<file path="config.mk">
export PLATFORM = sky130hd
export DESIGN_NAME = baud_rate_gen
export DESIGN_NICKNAME = d
export VERILOG_FILES = /design/src/rtl/baud_pkg.sv /design/src/rtl/baud_ovs_div.sv /design/src/rtl/baud_rate_gen.sv
export SDC_FILE = /design/constraint.sdc
export NUM_CORES = 1
export LEC_CHECK = 0
export CAP_MARGIN = 30
export CORE_UTILIZATION = 50
export DETAILED_ROUTE_END_ITERATION = 12
export GPL_TIMING_DRIVEN = 0
export HOLD_SLACK_MARGIN = 0.1
export PLACE_DENSITY = 0.68
export SLEW_MARGIN = 20
export SYNTH_ARGS = -nofsm -noshare
export SYNTH_HDL_FRONTEND = slang
export SYNTH_SLANG_ARGS = --single-unit
</file>
<file path="constraint.sdc">
create_clock -name CLK -period 11.46 [get_ports CLK]
set_input_delay 1.719 -clock CLK [delete_from_list [all_inputs] [get_ports CLK]]
set_output_delay 1.719 -clock CLK [all_outputs]
set_load 0.1 [all_outputs]
</file>
<file path="src/rtl/baud_pkg.sv">
// Shared widths, the divisor record and the reset-divisor helper for the UART baud generator.
package baud_pkg;

  localparam int BAUD_CNT_W  = 16;
  localparam int BAUD_FRAC_W = 4;

  typedef struct packed {
    logic [BAUD_CNT_W-1:0]  ip;
    logic [BAUD_FRAC_W-1:0] fp;
  } baud_div_t;

  // frac = 0 gives the integer divisor; frac = FRAC_W gives the fixed-point one.
  function automatic int def_div(input longint clk_hz, input longint baud, input int frac);
    return int'((clk_hz <<< frac) / baud);
  endfunction

endpackage

</file>
<file path="src/rtl/baud_ovs_div.sv">
// Oversample strobe divider: one pulse every `period` cycles, at most OVS pulses per bit.
module baud_ovs_div #(
  parameter int CNT_W = 16,
  parameter int OVS   = 16
) (
  input  logic             CLK,
  input  logic             RST,
  input  logic             clr,
  input  logic             en,
  input  logic [CNT_W-1:0] period,
  output logic             pulse
);

  localparam int NW = $clog2(OVS + 1);

  logic [CNT_W-1:0] sub_q;
  logic [NW-1:0]    n_q;

  // The cap keeps the sample count per bit at OVS when the bit period is not a multiple of it.
  always_ff @(posedge CLK) begin
    if (RST || clr) begin
      sub_q <= '0;
      n_q   <= '0;
      pulse <= 1'b0;
    end else if (!en) begin
      pulse <= 1'b0;
    end else if (sub_q >= period - CNT_W'(1)) begin
      sub_q <= '0;
      pulse <= (n_q != NW'(OVS));
      if (n_q != NW'(OVS)) n_q <= n_q + NW'(1);
    end else begin
      sub_q <= sub_q + CNT_W'(1);
      pulse <= 1'b0;
    end
  end

endmodule

</file>
<file path="src/rtl/baud_rate_gen.sv">
// Programmable UART baud tick generator with glitch-free divisor update and RX phase sync.
// Define BAUD_FRAC_EN to add FRAC_W fractional divisor bits and the phase accumulator.
module baud_rate_gen
  import baud_pkg::*;
#(
  parameter int CLK_HZ = 10000000,
  parameter int BAUD   = 115200,
  parameter int CNT_W  = BAUD_CNT_W,
`ifdef BAUD_FRAC_EN
  parameter int FRAC_W = BAUD_FRAC_W,
`endif
  parameter int OVS    = 16
) (
  input  logic CLK,
  input  logic RST,
  input  logic EN,
  input  logic SYNC,
  input  logic DIV_WE,
`ifdef BAUD_FRAC_EN
  input  logic [CNT_W+FRAC_W-1:0] DIV_IN,
`else
  input  logic [CNT_W-1:0] DIV_IN,
`endif
  output logic DIV_PEND,
  output logic DIV_ERR,
  output logic TICK,
  output logic HALF,
  output logic OVS_TICK
);

  localparam int OVS_SH = $clog2(OVS);
`ifdef BAUD_FRAC_EN
  localparam int DIV_W = CNT_W + FRAC_W;
  localparam logic [DIV_W-1:0] DEF_DIV = DIV_W'(def_div(longint'(CLK_HZ), longint'(BAUD), FRAC_W));
`else
  localparam int DIV_W = CNT_W;
  localparam logic [DIV_W-1:0] DEF_DIV = DIV_W'(def_div(longint'(CLK_HZ), longint'(BAUD), 0));
`endif

  logic [CNT_W-1:0] cnt_q, cnt_d, div_int, in_int, last, half_pt, ovs_raw, ovs_per;
  logic [DIV_W-1:0] div_q, div_d, pend_val_q, pend_val_d;
  logic             pend_q, pend_d, wr_ok, run, wrap, ovs_clr;

  assign div_int = div_q[DIV_W-1 -: CNT_W];
  assign in_int  = DIV_IN[DIV_W-1 -: CNT_W];
  assign half_pt = (div_int >> 1) - CNT_W'(1);
  assign ovs_raw = div_int >> OVS_SH;
  assign ovs_per = (ovs_raw == '0) ? CNT_W'(1) : ovs_raw;

`ifdef BAUD_FRAC_EN
  logic [FRAC_W-1:0] acc_q, acc_d;
  logic              stretch_q, stretch_d;

  assign last = div_int - CNT_W'(1) + CNT_W'(stretch_q);
`else
  assign last = div_int - CNT_W'(1);
`endif

  always_comb begin
    wr_ok      = DIV_WE && (in_int >= CNT_W'(2));
    run        = EN && !SYNC;
    wrap       = run && (cnt_q == last);
    div_d      = div_q;
    pend_d     = pend_q;
    pend_val_d = pend_val_q;
    cnt_d      = cnt_q;
    if (SYNC || wrap) begin
      // A write landing on the boundary itself beats the older pending value.
      if (wr_ok)       div_d = DIV_IN;
      else if (pend_q) div_d = pend_val_q;
      pend_d = 1'b0;
      cnt_d  = '0;
    end else begin
      if (wr_ok && !EN) begin
        div_d  = DIV_IN;
        pend_d = 1'b0;
        if (cnt_q > in_int - CNT_W'(1)) cnt_d = in_int - CNT_W'(1);
      end else if (wr_ok) begin
        pend_d     = 1'b1;
        pend_val_d = DIV_IN;
      end
      if (run) cnt_d = cnt_q + CNT_W'(1);
    end
  end

`ifdef BAUD_FRAC_EN
  // Carry from the accumulator lengthens the period that starts at this wrap.
  always_comb begin
    acc_d     = acc_q;
    stretch_d = stretch_q;
    if (SYNC) begin
      acc_d     = '0;
      stretch_d = 1'b0;
    end else if (wrap) begin
      {stretch_d, acc_d} = {1'b0, acc_q} + {1'b0, div_d[FRAC_W-1:0]};
    end
  end
`endif

  always_ff @(posedge CLK) begin
    if (RST) begin
      cnt_q      <= '0;
      div_q      <= DEF_DIV;
      pend_q     <= 1'b0;
      pend_val_q <= '0;
      TICK       <= 1'b0;
      HALF       <= 1'b0;
      DIV_ERR    <= 1'b0;
`ifdef BAUD_FRAC_EN
      acc_q      <= '0;
      stretch_q  <= 1'b0;
`endif
    end else begin
      cnt_q      <= cnt_d;
      div_q      <= div_d;
      pend_q     <= pend_d;
      pend_val_q <= pend_val_d;
      TICK       <= wrap;
      HALF       <= run && (cnt_q == half_pt);
      DIV_ERR    <= DIV_WE && !wr_ok;
`ifdef BAUD_FRAC_EN
      acc_q      <= acc_d;
      stretch_q  <= stretch_d;
`endif
    end
  end

  assign DIV_PEND = pend_q;
  assign ovs_clr  = SYNC || wrap;

  baud_ovs_div #(
    .CNT_W (CNT_W),
    .OVS   (OVS)
  ) u_ovs (
    .CLK    (CLK),
    .RST    (RST),
    .clr    (ovs_clr),
    .en     (EN),
    .period (ovs_per),
    .pulse  (OVS_TICK)
  );

endmodule

</file>
==> reports/results.tsv <==
metric	value	unit
tritoncts	yes	
grt_pass1_vias	4941	
period_share	0.5223	
synth_edf_count	0	
numCtsBuffers	9	
antenna_found_initial	0	
cts_root_buffer	clkbuf_8	
synth_area_leader_cell	dfxtp_1	
hold_violations	0	
yosys_warnings	0	
rsz0062_at_grt	no	
critical_path.slowest_cell	clkdlybuf4s50_1	
final.setup.tns	0	ns
post-route-util	0.5703	
slew_headroom	0.3485	
fp.coreArea	0.01084	sq mm
clk_path_buf_depth	2	
synth_common_cells	dfxtp_1 (74), nand2_1 (66), a21oi_1 (57), nor2_1 (57), xnor2_1 (44)	
seq_area_frac_synth	0.2659	
cts_max_level	3	
yosys.area_share.adder	0.09434	
critPathMaxStageDelay	0.55	ns
r2r_setup_slack	6.50	ns
synth_area	0.005570	sq mm
crit_fanout	10	
layout-drive-gt1-share	0.06782	
die_width	107.6	um
end_kind	register	
worstSkewPairLatency	0.39	ns
cts_hold_buf	0	
min_from	pend_val_q[13]	
grt_max_degree	15	
min_to	pend_val_q[13]	
dieArea	0.01157	sq mm
syn_nets	774	
startpoint_type	input pin	
leakage	2.287	nW
ys.flop_type	dfxtp_1	
hp-class	reg2reg	
ys_ff_latch	74	
outcome	finished, final reports clean	
die_y	107.6	um
cap_violations	0	
synth_top_family_by_area	simple AND/OR/NAND/NOR gates	
synth_simple_gate_area_frac	0.2475	
grt_use_total	0.2774	
finalMaxSlewViolations	0	
syn_area_per_cell	7.835	sq um
drt_wl_total	15350	um
holdPathStages	2	
numPortBuffers	25	
cpMostUsedCell	a21oi_1	
synth_cell_types	62	
gp_congestion	0.9171	
power_density	95.27	mW/mm^2
synthesis.instances	711	
yosys-top-cells-area	dfxtp_1 (27%), ha_1 (9.4%), xnor2_1 (6.9%)	
dp_hpwl	11950	um
skew	0.01786	ns
synth_compound_area_frac	0.1849	
first_pass_iters	5	
initial_utilization	0.5139	
timing.rr.start	div_int[9]	
initialDrtViolationCount	404	
crit_type	in2reg	
clock.fmax	167.1	MHz
n_antenna_cell	0	
synth_xor_area_frac	0.1258	
worstMarginPinSlew	0.9742	ns
clk_pin_slew_worst_paths	0.08	ns
viasPerCell	5.948	
finalSetupViolCount	0	
crit_arrival	6.30	ns
numClockSinks	74	
synth_most_common_cell	dfxtp_1	
vdd_drop_max	0.00009951	V
cts_setup_buffers	0	
post_cts_resized	0	
num_vias	5306	
netlist.area_leader.share	0.2659	
num_rows	38	
r2r_end	u_ovs.sub_q[14]	
num-nets-final	810	
path_cells	clkdlybuf4s50_1, nor4_1, nor3b_1, nand3_1, or3_1, nor3_1, xnor2_1, ha_1, nand4_1, nor2_1, a41oi_1, nand2_1, a21oi_1, clkbuf_1, mux2_2, a21oi_1	
overflow	0	
drtAntennaViolNets	0	
drc	0	
synthArstFlopShare	0	
wl_per_cell	17.21	um
synthMuxAreaShare	0.02920	
cp.required	11.77	ns
min_period	5.986	ns
grt_pass1_wl	24580	um
r2r_cells	19	
syn2layout_area_growth	10.98	%
num_io_pins	26	
-- final cells by class --
class | count | area (sq um)
multi-input cells | 574 | 3797
clock inverters | 6 | 48.80
well taps | 140 | 175.2
inverters | 18 | 67.56
clock buffers | 10 | 137.6
flip-flops and latches | 74 | 1481
fillers | 1013 | 4658
plain buffers | 45 | 224.0
repair buffers | 25 | 250.2
-- cells in the final DEF (no fill, tap or decap), types with 3 or more instances in the layout --
cell and instances:
and3_1 10, a22o_1 3, nand2b_1 11, nand3_1 30, mux2i_1 14, nand2_1 66, nor3_1 25, clkinvlp_4 3
xnor2_1 44, clkbuf_8 10, buf_6 4, nor4_1 10, nand4_1 14, nor2b_1 10, nor2_1 57, or4_1 5
buf_2 9, buf_4 3, inv_1 18, and2_1 3, ha_1 42, o21ai_0 39, nor3b_1 5, o211ai_1 3
dfxtp_1 74, xor2_1 36, or2_2 3, buf_1 3, a21oi_1 57, or3_1 6, o21a_1 3, a21o_1 6
clkdlybuf4s50_1 25, a211oi_1 16, a31oi_1 20, clkbuf_1 24
-- through the flow --
step / total power, W / std cells / hold slack [ns] / area (sq um) / setup slack, ns
2_1_floorplan: 0.0003571 / 711 / 0.4531 / 5570 / 6.452
3_3_place_gp: 0.0003908 / 876 / 0.4618 / 5996 / 5.321
3_5_place_dp: 0.0003936 / 876 / 0.4670 / 5996 / 5.138
4_1_cts: 0.0005915 / 892 / 0.4794 / 6182 / 5.516
5_1_grt: 0.0006168 / 892 / 0.4899 / 6182 / 4.996
6_report: 0.0005890 / 892 / 0.4784 / 6182 / 5.474
-- registers in the layout, indices dropped and copies added, names as in the netlist --
name / count
DIV_ERR: 1
DIV_PEND: 1
HALF: 1
TICK: 1
cnt_q: 16
div_int: 16
pend_val_q: 16
u_ovs.n_q: 5
u_ovs.pulse: 1
u_ovs.sub_q: 16
-- logic make-up (layout without fill, tap and decap cells) --
| kind of cell | after synthesis | in the layout |
|---|---|---|
| AND/OR/NAND/NOR | 269 | 269 |
| AO/OA/AOI/OAI | 167 | 167 |
| XOR/XNOR | 80 | 80 |
| flip-flops | 74 | 74 |
| buffers and inverters | 63 | 104 |
| adder cells (fa/ha/maj) | 42 | 42 |
| multiplexers | 16 | 16 |
-- power by group --
group / leakage, nW / switching (W) / internal, W
logic: 1.60 / 0.0000731 / 0.0000473
clock network: 0.0855 / 0.000113 / 0.0000863
registers: 0.601 / 0.00000509 / 0.000264
total: 2.29 / 0.000192 / 0.000397
-- how the worst max path moves through the flow --
| stage | from | endpoint | slack, ns | cells after the start |
|---|---|---|---|---|
| after floorplan | DIV_IN[2] | cnt_q[15] | 6.45 | 15 |
| after global placement | DIV_IN[3] | cnt_q[15] | 5.32 | 16 |
| after detailed placement | DIV_IN[3] | cnt_q[15] | 5.14 | 16 |
| after CTS | DIV_IN[3] | cnt_q[15] | 5.52 | 16 |
| after global routing | DIV_IN[2] | cnt_q[15] | 5.00 | 16 |
| final | DIV_IN[3] | cnt_q[15] | 5.47 | 16 |
-- worst max-delay path: cells and delay by family --
kind            cells  cell delay, ns
compound gates      3            0.64
xor+xnor            1            0.19
fa+ha+maj           1            0.29
buf+inv             2            1.06
mux                 1            0.40
simple gates        8            1.98
-- layer usage --
metal | vias up | wire, um | track usage
met1 | 2478 | 6963 | 0.3562
met3 | 26 | 743 | 0.03935
met5 | - | 0 | 0
li1 | 2622 | - | -
met4 | 0 | 440 | 0.1233
met2 | 180 | 7204 | 0.4592
No activity file was read; power rests on OpenSTA's default activity.
